==> config.mk <==
export PLATFORM = sky130hd
export DESIGN_NAME = operand_loader
export DESIGN_NICKNAME = d
export VERILOG_FILES = /design/src/rtl/operand_loader_pkg.sv /design/src/rtl/operand_loader_store_pulse_timer.sv /design/src/rtl/operand_loader.sv
export SDC_FILE = /design/constraint.sdc
export NUM_CORES = 1
export LEC_CHECK = 0
export ABC_AREA = 1
export BUFFER_PORTS_ARGS = -buffer_cell sky130_fd_sc_hd__buf_2
export CAP_MARGIN = 20
export CORE_MARGIN = 4
export CORE_UTILIZATION = 45
export CTS_CLUSTER_DIAMETER = 200
export DETAILED_ROUTE_END_ITERATION = 7
export GPL_ROUTABILITY_DRIVEN = 0
export PLACE_DENSITY = 0.72
export SETUP_SLACK_MARGIN = 0.4
export SYNTH_ARGS = -nofsm -noshare
export SYNTH_HDL_FRONTEND = slang
export SYNTH_SLANG_ARGS = --single-unit
==> constraint.sdc <==
create_clock -name clk -period 2.9 [get_ports clk]
set_input_delay 0 -clock clk [delete_from_list [all_inputs] [get_ports clk]]
set_output_delay 0 -clock clk [all_outputs]
set_load 0.05 [all_outputs]
==> src/rtl/operand_loader_pkg.sv <==
// Shared definitions for the operand loader and the ALU opcode decoder.
package operand_loader_pkg;

    localparam int unsigned DEF_BIT_COUNT    = 8;
    localparam int unsigned DEF_OPCODE_BITS  = 3;
    // Opcode bit that marks a single-operand operation when unary support is built in.
    localparam int unsigned OPCODE_UNARY_BIT = DEF_OPCODE_BITS - 1;

    typedef logic [DEF_OPCODE_BITS-1:0] opcode_t;

    typedef enum logic [2:0] {
        IDLE    = 3'd0,
        GET_A   = 3'd1,
        STORE_A = 3'd2,
        GET_B   = 3'd3,
        STORE_B = 3'd4,
        ISSUE   = 3'd5
    } state_t;

    // True when the opcode only needs operand A.
    function automatic logic is_unary(input opcode_t op);
        return op[OPCODE_UNARY_BIT];
    endfunction

endpackage

==> src/rtl/operand_loader_store_pulse_timer.sv <==
// Down-counter that times how long a store strobe stays high; shared by both strobes.
module store_pulse_timer #(
    parameter int unsigned STORE_CYCLES = 2
) (
    input  logic clk,
    input  logic reset_n,
    input  logic i_load,
    input  logic i_dec,
    output logic o_done_c
);

    localparam int unsigned CNT_W = (STORE_CYCLES > 1) ? $clog2(STORE_CYCLES) : 1;
    localparam logic [CNT_W-1:0] LOAD_VAL = CNT_W'(STORE_CYCLES - 1);

    logic [CNT_W-1:0] r_cnt;

    // Load on operand capture, then count down to zero while the strobe is held.
    always_ff @(posedge clk or negedge reset_n) begin
        if (!reset_n) begin
            r_cnt <= '0;
        end else if (i_load) begin
            r_cnt <= LOAD_VAL;
        end else if (i_dec && (r_cnt != '0)) begin
            r_cnt <= r_cnt - CNT_W'(1);
        end
    end

    assign o_done_c = (r_cnt == '0);

endmodule

==> src/rtl/operand_loader.sv <==
// Serial opcode/A/B loader feeding the ALU operand latch banks.
// Optional: define OPERAND_LOADER_UNARY_EN so opcodes with the MSB set skip operand B.
module operand_loader
    import operand_loader_pkg::*;
#(
    parameter int unsigned BIT_COUNT    = DEF_BIT_COUNT,
    parameter int unsigned OPCODE_BITS  = DEF_OPCODE_BITS,
    parameter int unsigned STORE_CYCLES = 2
) (
    input  logic                   clk,
    input  logic                   reset_n,
    input  logic [BIT_COUNT-1:0]   in_data,
    input  logic                   in_valid,
    output logic                   in_ready,
    output logic [BIT_COUNT-1:0]   reg_data,
    output logic                   store_a,
    output logic                   store_b,
    output logic [OPCODE_BITS-1:0] opcode,
    output logic                   op_valid,
    input  logic                   op_ready,
    output logic                   busy
);

    state_t                 r_state;
    state_t                 w_state_nxt;
    logic [BIT_COUNT-1:0]   r_reg_data;
    logic [BIT_COUNT-1:0]   w_reg_data_nxt;
    logic [OPCODE_BITS-1:0] r_opcode;
    logic [OPCODE_BITS-1:0] w_opcode_nxt;
    logic                   r_store_a;
    logic                   r_store_b;
    logic                   r_op_valid;
    logic                   r_busy;
    logic                   w_in_ready;
    logic                   w_xfer;
    logic                   w_load;
    logic                   w_dec;
    logic                   w_done;

    store_pulse_timer #(
        .STORE_CYCLES (STORE_CYCLES)
    ) u_timer (
        .clk      (clk),
        .reset_n  (reset_n),
        .i_load   (w_load),
        .i_dec    (w_dec),
        .o_done_c (w_done)
    );

    // Words are accepted only in states that expect the next stream word.
    assign w_in_ready = (r_state == IDLE) || (r_state == GET_A) || (r_state == GET_B);
    assign w_xfer     = in_valid && w_in_ready;

    // Next-state, data capture and timer control.
    always_comb begin
        w_state_nxt    = r_state;
        w_reg_data_nxt = r_reg_data;
        w_opcode_nxt   = r_opcode;
        w_load         = 1'b0;
        w_dec          = 1'b0;
        case (r_state)
            IDLE: begin
                if (w_xfer) begin
                    w_opcode_nxt = in_data[OPCODE_BITS-1:0];
                    w_state_nxt  = GET_A;
                end
            end
            GET_A: begin
                if (w_xfer) begin
                    w_reg_data_nxt = in_data;
                    w_load         = 1'b1;
                    w_state_nxt    = STORE_A;
                end
            end
            STORE_A: begin
                if (w_done) begin
`ifdef OPERAND_LOADER_UNARY_EN
                    w_state_nxt = r_opcode[OPCODE_BITS-1] ? ISSUE : GET_B;
`else
                    w_state_nxt = GET_B;
`endif
                end else begin
                    w_dec = 1'b1;
                end
            end
            GET_B: begin
                if (w_xfer) begin
                    w_reg_data_nxt = in_data;
                    w_load         = 1'b1;
                    w_state_nxt    = STORE_B;
                end
            end
            STORE_B: begin
                if (w_done) begin
                    w_state_nxt = ISSUE;
                end else begin
                    w_dec = 1'b1;
                end
            end
            ISSUE: begin
                if (op_ready) begin
                    w_state_nxt = IDLE;
                end
            end
            default: begin
                w_state_nxt = IDLE;
            end
        endcase
    end

    // State and registered outputs; strobes follow the state they belong to.
    always_ff @(posedge clk or negedge reset_n) begin
        if (!reset_n) begin
            r_state    <= IDLE;
            r_reg_data <= '0;
            r_opcode   <= '0;
            r_store_a  <= 1'b0;
            r_store_b  <= 1'b0;
            r_op_valid <= 1'b0;
            r_busy     <= 1'b0;
        end else begin
            r_state    <= w_state_nxt;
            r_reg_data <= w_reg_data_nxt;
            r_opcode   <= w_opcode_nxt;
            r_store_a  <= (w_state_nxt == STORE_A);
            r_store_b  <= (w_state_nxt == STORE_B);
            r_op_valid <= (w_state_nxt == ISSUE);
            r_busy     <= (w_state_nxt != IDLE);
        end
    end

    assign in_ready = w_in_ready;
    assign reg_data = r_reg_data;
    assign opcode   = r_opcode;
    assign store_a  = r_store_a;
    assign store_b  = r_store_b;
    assign op_valid = r_op_valid;
    assign busy     = r_busy;

endmodule

* Word-level counts from Yosys, hierarchy flattened
Index checks and enable logic that the tools add are counted.
Storage, ports and cells: bits in registers 19, input bits 12, output and inout bits 16, logic and storage cells 41
Cells by class: $add $sub $neg 1, eq/ne operators 8, multiplexer cells 13, reduce and logical (&&, ||, !) cells 11
Operators by type and width (count):
- 3-bit 2-to-1 mux | 6
- 3-bit one-hot mux with 6 select lines | 1
- 3-bit equality test, second input constant | 4
- 3-bit by 2-bit equality test with 1-bit output, second input constant | 3
- 1-bit 2-to-1 mux | 6
- 2-bit AND reduction | 2
- 2-bit OR reduction | 2
- 3-bit by 1-bit equality test with 1-bit output, second input constant | 1
- 3-bit logical NOT | 1
- 3-bit nonzero test | 1
- 1-bit logical AND | 2
- 1-bit logical OR | 2
- 2-bit nonzero test | 1
- 1-bit subtractor, second input constant | 1

* Depth between registers and ports, before layout
Gate-level depths: netlist of run 1.
word-level depth 7, depth in mapped cells 7, mapped depth without buffers 7

* Hierarchy
A second synthesis of run 1 with hierarchy kept.
Second synthesis, totals: cell total of the unflattened synthesis 108, area total of the unflattened synthesis 873.3 um2
Modules (own cells, without submodules):
- operand_loader | times used 1, cells each 102, area an instance 829.5 um2, seq. area each 450.4 um2
- store_pulse_timer | times used 1, cells each 6, area an instance 43.8 um2, seq. area each 25.0 um2

* Least setup slack after synthesis of run 1
No wires, ideal clock.
path type reg-to-reg, start point register r_state[0], end point register u_timer.r_cnt, library setup time 126 ps, arrival time 1090 ps, data required time 2774 ps, setup slack 1684 ps, stages on the path, launching flop included 7, path buffers 0, clock period less this slack 1216 ps, cell sequence dfrtp_1 inv_2 nand2_1 nand2_1 inv_1 a21oi_1 o21ai_1
Between the ends: word-level cells in the longest chain between the ends 7, elaborated cells between the ends (all ways) 16, classes of those cells eq/ne: 4; mux: 4; reduce/logical: 8
RTL lines:
- start, declared | line operand_loader.sv:24 | state_t r_state;
- start signal, assigned | line operand_loader.sv:122 | r_state <= w_state_nxt;
- 3-bit by 1-bit equality test with 1-bit output or 3-bit logical NOT (tied branches) | line operand_loader.sv:51 | assign w_in_ready = (r_state == IDLE) || (r_state == GET_A) || (r_state == GET_B);
- 1-bit logical OR | line operand_loader.sv:51
- 1-bit logical OR * | line operand_loader.sv:51
- named net in_ready | line operand_loader.sv:14 | output logic in_ready,
- 1-bit logical AND * | line operand_loader.sv:52 | assign w_xfer = in_valid && w_in_ready;
- 1-bit 2-to-1 mux * | line operand_loader.sv:69, operand_loader.sv:87
- 1-bit 2-to-1 mux *
- 1-bit 2-to-1 mux or 2-bit nonzero test (tied branches)
- end signal, assigned | line operand_loader_store_pulse_timer.sv:24 | r_cnt <= r_cnt - CNT_W'(1);
- end, declared | line operand_loader_store_pulse_timer.sv:15 | logic [CNT_W-1:0] r_cnt;
The timed path passes the listed nets; every way through them passes the cells marked *. A chain may end at the register's enable or synchronous reset.

* Worst setup path in the final report of run 1
start point register r_state[0], end point output in_ready
Between the ends: word-level cells in the longest chain between the ends 3, elaborated cells between the ends (all ways) 5, classes of those cells eq/ne: 2; reduce/logical: 3
RTL lines (line):
- 3-bit by 1-bit equality test with 1-bit output or 3-bit logical NOT (tied branches) | operand_loader.sv:51
- 1-bit logical OR | operand_loader.sv:51
- 1-bit logical OR * | operand_loader.sv:51
- end, declared | operand_loader.sv:14
Mark *: on every way between the ends. The rest lies on a longest branch, timed or not.

==> impl_results.md, run 1 <==
* Status: complete, no violations
* Sequential power share at 0.315
* P_int at 649 uW
* CP delay by family, top: flip-flops
* Wirelength, routed at 1880 um
* Syn. warnings at 0
* Top cells by area, synth: dfrtp_1 (56%), nand2_1 (14%), nand2_2 (5.9%)
* Distinct cells, synth at 17
* Cell repeated most along the worst path: nand2_1
* Critical path's largest stage delay at 500 ps
* Die H at 51.3 um
* Dpl cells at 147
* Worst slack, placed at 1710 ps
* Fin worst setup slack at 1580 ps
* # clock sinks at 19
* Ant. Diodes at 0
* Most used DFF post-synth: dfrtp_1
* Min Tclk post-route at 1320 ps
* TritonCTS Buffers at 3
* Switching Share at 0.558
* CP Cell Sequence: inv_2, nand2_1, nand2_1, inv_1, buf_2
* Syn Area/Cell at 8.78 um^2
* CP Capture Type: primary output
* Die extent in x at 51.3 um
* RSZ-0062 raised after global routing: false
* Synthesized instance count at 96
* Final period utilization at 0.456
* Power share of the clock group at 0.092
* Post-synth EDFFs at 0
* Critical Path RT at 2900 ps
* Row count at 15
* Critical Path AT at 1320 ps
* Critical path buffers and inverters at 3
* Total GRT Usage at 0.168
* Core ar. at 1750 um^2
* Comb pwr share at 0.593
* Initial antenna violation count at 0
* CTS H-Tree Depth at 1
* Area Overhead vs Synth at 33.1%
* GRT Residual Overflow at 0
* Post-Layout Inst Area at 1120 um^2
* Share of async-settable or async-resettable flops after synthesis at 1.00
* Max IR drop VDD at 0.000749 V
* Root Driver: clkbuf_4
* DRT Pass-1 Iters at 4
* Clock-pin slew on the worst setup and hold paths at 120 ps
* Post-Syn Area at 843 um^2
* Leakage power at 0.653 nW
* Switching pwr at 818 uW
* PortBufs at 27
* Most frequent cell after synthesis: nand2_1
* Top achievable clock speed at 0.756 GHz
* Top Ports at 28
* Area used by multi-input combinational logic at 322 um^2
* DRC Markers at 0
* Die area at 2630 um^2
* Pin count of the biggest net entering global routing at 20
* Setup TNS at 0 ps
* Most frequent cells after synthesis: nand2_1 (32), dfrtp_1 (19), nand3_1 (10)
* ANT nets after route at 0
* Final Setup Violations at 0
* Global-route wire length before repair at 3290 um
* Max clock buf depth at 2
* Flops & latches, synth at 19
* Placed instance area at 1000 um^2
* Final count of pins violating max slew at 0
* Post-Syn Nets at 108
* Reg area at 475 um^2
* Post-Layout Cell Count at 160
* Register area share after synthesis at 0.564
* DP Wirelength at 1340 um
* HP Class: input pin to flip-flop
* Worst Tran Pin Value at 410 ps
* Crit path max fanout at 7
* Starting Density at 0.483
* Max-cap viol count at 0
* Via count at 739
* Largest area contributor in the netlist: dfrtp_1
* Insertion delay to the later sink of the worst-skew pair at 290 ps
* Iteration-0 DRC Markers at 8
* Number of fillers in the final layout at 158
* WL per Instance at 11.7 um
* Slew margin rel. at 0.726
* Vias/cell at 4.62
* Post-layout nets at 148
* Clock skew at 10.2 ps
* CP Launch Type: flip-flop
* CTS resizes at 0
* Layout cells sized above 1 at 0.370
* Cell Pwr Density at 1310 nW/um^2
* CTS tree: done
* CP Class: flip-flop to primary output
* Number of global-route vias before repair at 728
* Area fraction of the dominant cell type after synthesis at 0.564
* Final hold vios at 0
* Slowest stage cell, crit path: dfrtp_1
-- power by group through the flow --
stage | registers, mW | logic, mW | clock network (mW)
after global routing | 0.479 | 0.944 | 0.149
after CTS | 0.460 | 0.877 | 0.139
after detailed placement | 0.464 | 0.868 | 0
after global placement | 0.459 | 0.852 | 0
final | 0.461 | 0.870 | 0.135
after floorplan | 0.775 | 0.361 | 0
-- per-stage QoR --
step	hold WS (ps)	total power, mW	utilization
after floorplan	-296	1.14	-
after CTS	46.1	1.48	0.643
after detailed placement	-41.0	1.33	0.576
final	53.4	1.47	0.643
after global placement	-46.5	1.31	0.576
after global routing	63.4	1.57	0.643
-- cells by family (layout without fill, tap and decap cells) --
family	Yosys count	in the layout	share of synthesized area
AND/OR/NAND/NOR	62	62	0.361
flip-flops	19	19	0.564
AO/OA/AOI/OAI	3	3	0.0208
buffers and inverters	12	51	0.0549
-- registers in the layout, summed over array words and instances (netlist names) --
name	cells
reg_data	8
opcode	3
r_state	3
busy	1
op_valid	1
store_a	1
store_b	1
u_timer.r_cnt	1
-- per-layer routing --
metal | track usage | part of all wire | vias to the layer above
met5 | 0 | 0 | -
met4 | 0.0393 | 0.0048 | 0
met3 | 0.0350 | 0.050 | 2
met2 | 0.305 | 0.52 | 16
met1 | 0.202 | 0.43 | 344
li1 | - | - | 377
-- final timing paths --
kind                             startpoint          end  slack, ps  cells past startpoint
worst max-delay path             r_state[0]     in_ready       1580                      5
worst min-delay path               op_ready   r_state[2]         50                      4
min in group asynchronous           reset_n         busy        150                      2
worst max register to register   r_state[2]  reg_data[2]       1670                      6
worst min register to register  reg_data[4]  reg_data[4]        480                      2
max in group asynchronous           reset_n    opcode[1]       2450                      2
-- tightest hold or removal path, delay by kind of cell --
| family | cells | cell delay (ps) |
|---|---|---|
| simple gates | 3 | 240 |
| buf+inv | 1 | 70 |
-- placed cells by master (no fill, tap or decap) --
cell	Yosys	final
a21oi_1	1	1
o31ai_1	1	1
nor2_2	3	3
nand2_1	32	32
o21ai_1	1	1
nand3_1	10	10
inv_1	7	7
nor2_4	1	1
nand3_2	1	1
nand2_2	8	8
clkbuf_4	0	3
nor2_1	4	4
clkinv_2	0	1
inv_2	4	4
dlygate4sd3_1	0	9
dfrtp_1	19	19
buf_2	1	27
nand3b_2	1	1
nand4_1	1	1
nand2_4	1	1
-- timing repair --
item	CTS	global route
buffers inserted	0	0
hold endpoints to repair	30	0
hold buffers	9	0
-- final cells by class --
| type | instances | share of cell area |
|---|---|---|
| sequential | 19 | 0.424 |
| clock buffer | 3 | 0.0201 |
| inverter | 11 | 0.0368 |
| tap | 25 | 0.0279 |
| multi-input combinational | 65 | 0.287 |
| clock inverter | 1 | 0.00446 |
| timing repair buffer | 36 | 0.201 |
No activity file was read; power rests on OpenSTA's default activity.
==> run 2: changes to the inputs <==
Settings changed: ABC_AREA 1 to 0, CORE_UTILIZATION 45 to 43.
Clock period 2.9 ns to 1.19 ns, I/O delays scaled along.
==> run 2 against run 1 <==
Effect of this change: the flow now finishes with violations (negative setup slack); cell count is 9.4% lower; via count fell by 3.9%; critical path depth shrank 2; final area is 36% higher; die area up 3.7%; critical path type is now flip-flop to flip-flop.
==> impl_results.md, run 2 <==
* Status: finished, violations left
* Failing checks: negative setup slack
* Worst slack, placed at -81.5 ps
* Syn Area/Cell at 12.7 um^2
* Worst Tran Pin Value at 417 ps
* Final hold vios at 0
* Initial antenna violation count at 1
* Top achievable clock speed at 0.786 GHz
* CTS H-Tree Depth at 1
* Die H at 52.2 um
* Vias/cell at 4.90
* Die extent in x at 52.2 um
* Die area at 2730 um^2
* Starting Density at 0.472
* Final Setup Violations at 14
* Most frequent cell after synthesis: dfrtp_1
* Flops & latches, synth at 19
* Slew margin rel. at 0.722
* Max-cap viol count at 0
* Critical Path AT at 1480 ps
* RSZ-0062 raised after global routing: true
* DRT Pass-1 Iters at 4
* Post-Layout Inst Area at 1530 um^2
* CP Launch Type: flip-flop
* Area Overhead vs Synth at 81.4%
* Layout cells sized above 1 at 0.647
* DRC Markers at 0
* Max reg flops at 8
* Min-Delay Path Depth at 4
* Wirelength, routed at 2600 um
* Most frequent cells after synthesis: dfrtp_1 (19), mux2_4 (8), nand2_1 (5)
* Post-Layout Cell Count at 145
* Register area share after synthesis at 0.565
* Row count at 15
* Synthesized instance count at 66
* Post-synth EDFFs at 0
* CP Class: flip-flop to flip-flop
* Largest area contributor in the netlist: dfrtp_1
* TritonCTS Buffers at 3
* Clock skew at 3.40 ps
* # clock sinks at 19
* Fin worst setup slack at -82.2 ps
* Max clock buf depth at 2
* Dpl cells at 122
* Share of async-settable or async-resettable flops after synthesis at 1.00
* Most common cell after layout, fill and taps aside: buf_6
* PortBufs at 27
* Syn. warnings at 0
* Total GRT Usage at 0.196
* Final period utilization at 1.07
* ANT nets after route at 0
* Global-route wire length before repair at 3840 um
* Final count of pins violating max slew at 0
* GRT Residual Overflow at 0
* Placed instance area at 1090 um^2
* Core ar. at 1780 um^2
* Critical Path RT at 1400 ps
* Post-Syn Nets at 78
* Post-Syn Area at 841 um^2
* HP Class: input pin to flip-flop
* Root Driver: clkbuf_4
* Crit path max fanout at 3
* Post-layout nets at 132
* Distinct cells, synth at 24
* Min Tclk post-route at 1270 ps
* Top cells by area, synth: dfrtp_1 (57%), mux2_4 (14%), mux2_2 (4.0%)
* Clock-pin slew on the worst setup and hold paths at 120 ps
* Number of global-route vias before repair at 815
* Iteration-0 DRC Markers at 11
* Area fraction of the dominant cell type after synthesis at 0.565
* Pin count of the biggest net entering global routing at 20
* Most frequent cells in the layout: buf_6 (24), dfrtp_1 (19), mux2_4 (11), buf_2 (11), dlygate4sd3_1 (9)
* CTS tree: done
* WL per Instance at 17.9 um
* CP Capture Type: flip-flop
* Top Ports at 28
* Reg2reg path depth at 3
* Insertion delay to the later sink of the worst-skew pair at 310 ps
* Via count at 710
* Most used DFF post-synth: dfrtp_1
run 2: final cells by class:
cell class | instances | area [um^2]
fillers | 80 | 258
flip-flops and latches | 19 | 475
clock buffers | 3 | 22.5
repair buffers | 53 | 510
inverters | 1 | 3.75
well taps | 25 | 31.3
clock inverters | 1 | 5.00
multi-input cells | 42 | 474
diodes | 1 | 2.50
run 2: repair_timing:
item | CTS | global route
endpoints found under the hold margin | 30 | 0
hold buffers | 9 | 0
endpoints found under the setup margin | 35 | 35
pin swaps | 10 | 9
gates cloned | 0 | 0
buffers inserted | 9 | 0
gates resized for setup | 52 | 11
run 2: final timing paths:
kind | start | to | slack [ps]
worst max-delay path | r_state[1] | opcode[2] | -80
max in group asynchronous | reset_n | reg_data[7] | 750
worst max register to register | r_state[1] | opcode[2] | -80
min in group asynchronous | reset_n | r_state[1] | 150
worst min register to register | reg_data[3] | reg_data[3] | 550
worst min-delay path | op_ready | busy | 20
run 2: logic make-up after synthesis:
logic type	after synthesis	share of synthesized area
compound gates	8	0.0610
flops	19	0.565
simple gates	21	0.134
xor+xnor	2	0.0208
mux	11	0.183
buf+inv	5	0.0357
run 2: metrics by stage:
step / hold slack, ps / setup TNS [ps] / utilization
3_3_place_gp: -44.7 / -237 / 0.613
4_1_cts: 8.52 / -681 / 0.822
6_report: 24.8 / -865 / 0.855
2_1_floorplan: -296 / 0 / -
3_5_place_dp: -37.9 / -539 / 0.613
5_1_grt: 15.3 / -1280 / 0.855
run 2: layer usage:
metal / track usage / share of wire / vias to the layer above / wire, um
met4: 0.0511 / 0.011 / 0 / 29
met2: 0.374 / 0.57 / 13 / 1470
li1: - / - / 334 / -
met1: 0.221 / 0.39 / 358 / 1020
met3: 0.0342 / 0.026 / 5 / 68
met5: 0 / 0 / - / 0
run 2: critical path, cell delays in order, from the launching register on:
cell and delay [ps]:
dfrtp_1 440, buf_6 140, nor3_4 270, mux2_4 330
Power of run 2 is left out: the tool's default activity adds up to more than one toggle a clock period on the data nets, which glitch-free logic cannot reach.
==> run 3: changes to the inputs <==
Settings changed: ABC_AREA 0 to 1.
==> run 3 against run 2 <==
Effect of this change: the flow now finishes without violations; clock-buffer cell count increased by 1; worst setup slack improved by 130 ps; register-to-register slack improved by 130 ps; routed wire length is 14% lower; via count up 17%; maximum frequency rose by 11%; hold slack better by 86 ps; die area increased by 0.25%; non-clock buffer count shrank 1; cell count rose by 21%; global-route usage is 3.4 points lower; utilization fell by 5.6 points.
==> impl_results.md, run 3 (synthesized netlist as in run 1, its figures left out) <==
* Status: complete, no violations
* Leakage power at 0.778 nW
* TritonCTS Buffers at 3
* Insertion delay to the later sink of the worst-skew pair at 280 ps
* Row count at 15
* CP Launch Type: flip-flop
* R2R Setup Slk at 50 ps
* Total GRT Usage at 0.162
* Via count at 831
* Final hold vios at 0
* Cell Pwr Density at 3220 nW/um^2
* DRT Pass-1 Iters at 3
* Area Overhead vs Synth at 69.0%
* Die area at 2730 um^2
* Global-route wire length before repair at 3390 um
* Number of global-route vias before repair at 804
* Reg2reg path depth at 7
* Final Setup Violations at 0
* Post-Layout Cell Count at 176
* Power share of the clock group at 0.068
* Switching pwr at 2.29 mW
* # clock sinks at 19
* Starting Density at 0.473
* Top achievable clock speed at 0.875 GHz
* DP Wirelength at 1310 um
* Min Tclk post-route at 1140 ps
* CTS tree: done
* Worst Tran Pin Value at 430 ps
* Comb pwr share at 0.680
* Max clock buf depth at 2
* Total power at 4.59 mW
* Wirelength, routed at 2240 um
* Met2 wire len at 1110 um
* CP Class: flip-flop to flip-flop
* Die extent in x at 52.3 um
* Clock skew at 1.05 ps
* Critical register-to-register path startpoint: r_state[0]
* GRT Residual Overflow at 0
* Die H at 52.3 um
* Pin count of the biggest net entering global routing at 20
* ANT nets after route at 0
* Crit path max fanout at 5
* Max IR drop VDD at 0.00184 V
* Post-layout nets at 164
* Most frequent cells in the layout: nand2_1 (27), buf_6 (18), dfrtp_1 (17), buf_4 (13), buf_2 (11)
* Routed metal-1 wire length at 1030 um
* Final period utilization at 0.960
* Layout cells sized above 1 at 0.517
* Critical Path RT at 1370 ps
* RR Endpoint: store_a
* Min-Delay Path Depth at 3
* Iteration-0 DRC Markers at 9
* Most common cell after layout, fill and taps aside: nand2_1
* Critical Path AT at 1330 ps
* DRC Markers at 0
* Max-cap viol count at 0
* Max reg flops at 8
* Dpl cells at 147
* PortBufs at 27
* Ant. Diodes at 0
* Worst slack, placed at 111 ps
* Number of fillers in the final layout at 113
* Hold Path End: reg_data[1]
* Sequential power share at 0.252
* Met3 wire length at 76 um
* CP Capture Type: flip-flop
* Vias/cell at 4.72
* Initial antenna violation count at 0
* Hold wc startpoint: in_valid
* RSZ-0062 raised after global routing: true
* Clock-pin slew on the worst setup and hold paths at 100 ps
* CTS H-Tree Depth at 1
* Final count of pins violating max slew at 0
* WL per Instance at 12.7 um
* Core ar. at 1780 um^2
* HP Class: input pin to flip-flop
* P_int at 2.30 mW
* Root Driver: clkbuf_4
* DR top layer: met4
* Slew margin rel. at 0.713
* Switching Share at 0.499
* Fin worst setup slack at 47.3 ps
* Core Util, Final at 0.799
* Top Ports at 28
-- run 3: routing by layer --
layer | GRT usage | up-vias
met1 | 0.211 | 401
met4 | 0.0255 | 0
met5 | 0 | -
met3 | 0.0199 | 4
li1 | - | 408
met2 | 0.289 | 18
-- run 3: worst max-delay path, cell delays in order, from the launching register on --
cell     delay [ps]
dfrtp_2         450
buf_4           150
nor2_4          100
nand2_4          80
nand2_2         100
nor2_4           50
nand2_2          80
nor2_2           40
-- run 3: layout make-up --
type | count | area, um^2 | share of cell area
clock buffers | 4 | 26.3 | 0.0184
inverters | 11 | 43.8 | 0.0307
multi-input cells | 65 | 385 | 0.270
flip-flops and latches | 19 | 478 | 0.335
well taps | 25 | 31.3 | 0.0219
repair buffers | 52 | 460 | 0.323
-- run 3: worst max path at each step --
stage                          start             to  depth (start not counted)
after global routing      r_state[0]        store_a                          8
after detailed placement  r_state[2]        store_a                          6
final                     r_state[0]        store_a                          7
after floorplan           r_state[0]  u_timer.r_cnt                          6
after CTS                 r_state[0]        store_a                          8
after global placement    r_state[2]        store_a                          6
-- run 3: power by group through the flow --
stage	Combinational [mW]	Sequential (mW)	Clock (mW)
after CTS	2.74	1.14	0.316
after global routing	3.31	1.19	0.354
after detailed placement	2.15	1.12	0
final	3.12	1.16	0.313
after floorplan	0.920	1.89	0
after global placement	2.12	1.11	0
-- run 3: repair_timing --
action,4_1_cts,5_1_grt
endpoints found under the setup margin,35,35
pin swaps,4,6
hold buffers,9,0
resized for setup,39,12
setup buffers,9,7
hold endpoints to repair,30,0
-- run 3: stage by stage --
step | TNS, ps | cell area (um^2) | hold slack [ps]
detailed placement | 0 | 1020 | -39.2
floorplan | -6.39 | 860 | -296
finish | 0 | 1430 | 110
global route | -6.04 | 1430 | 118
CTS | 0 | 1330 | 97.3
global placement | 0 | 1020 | -37.0
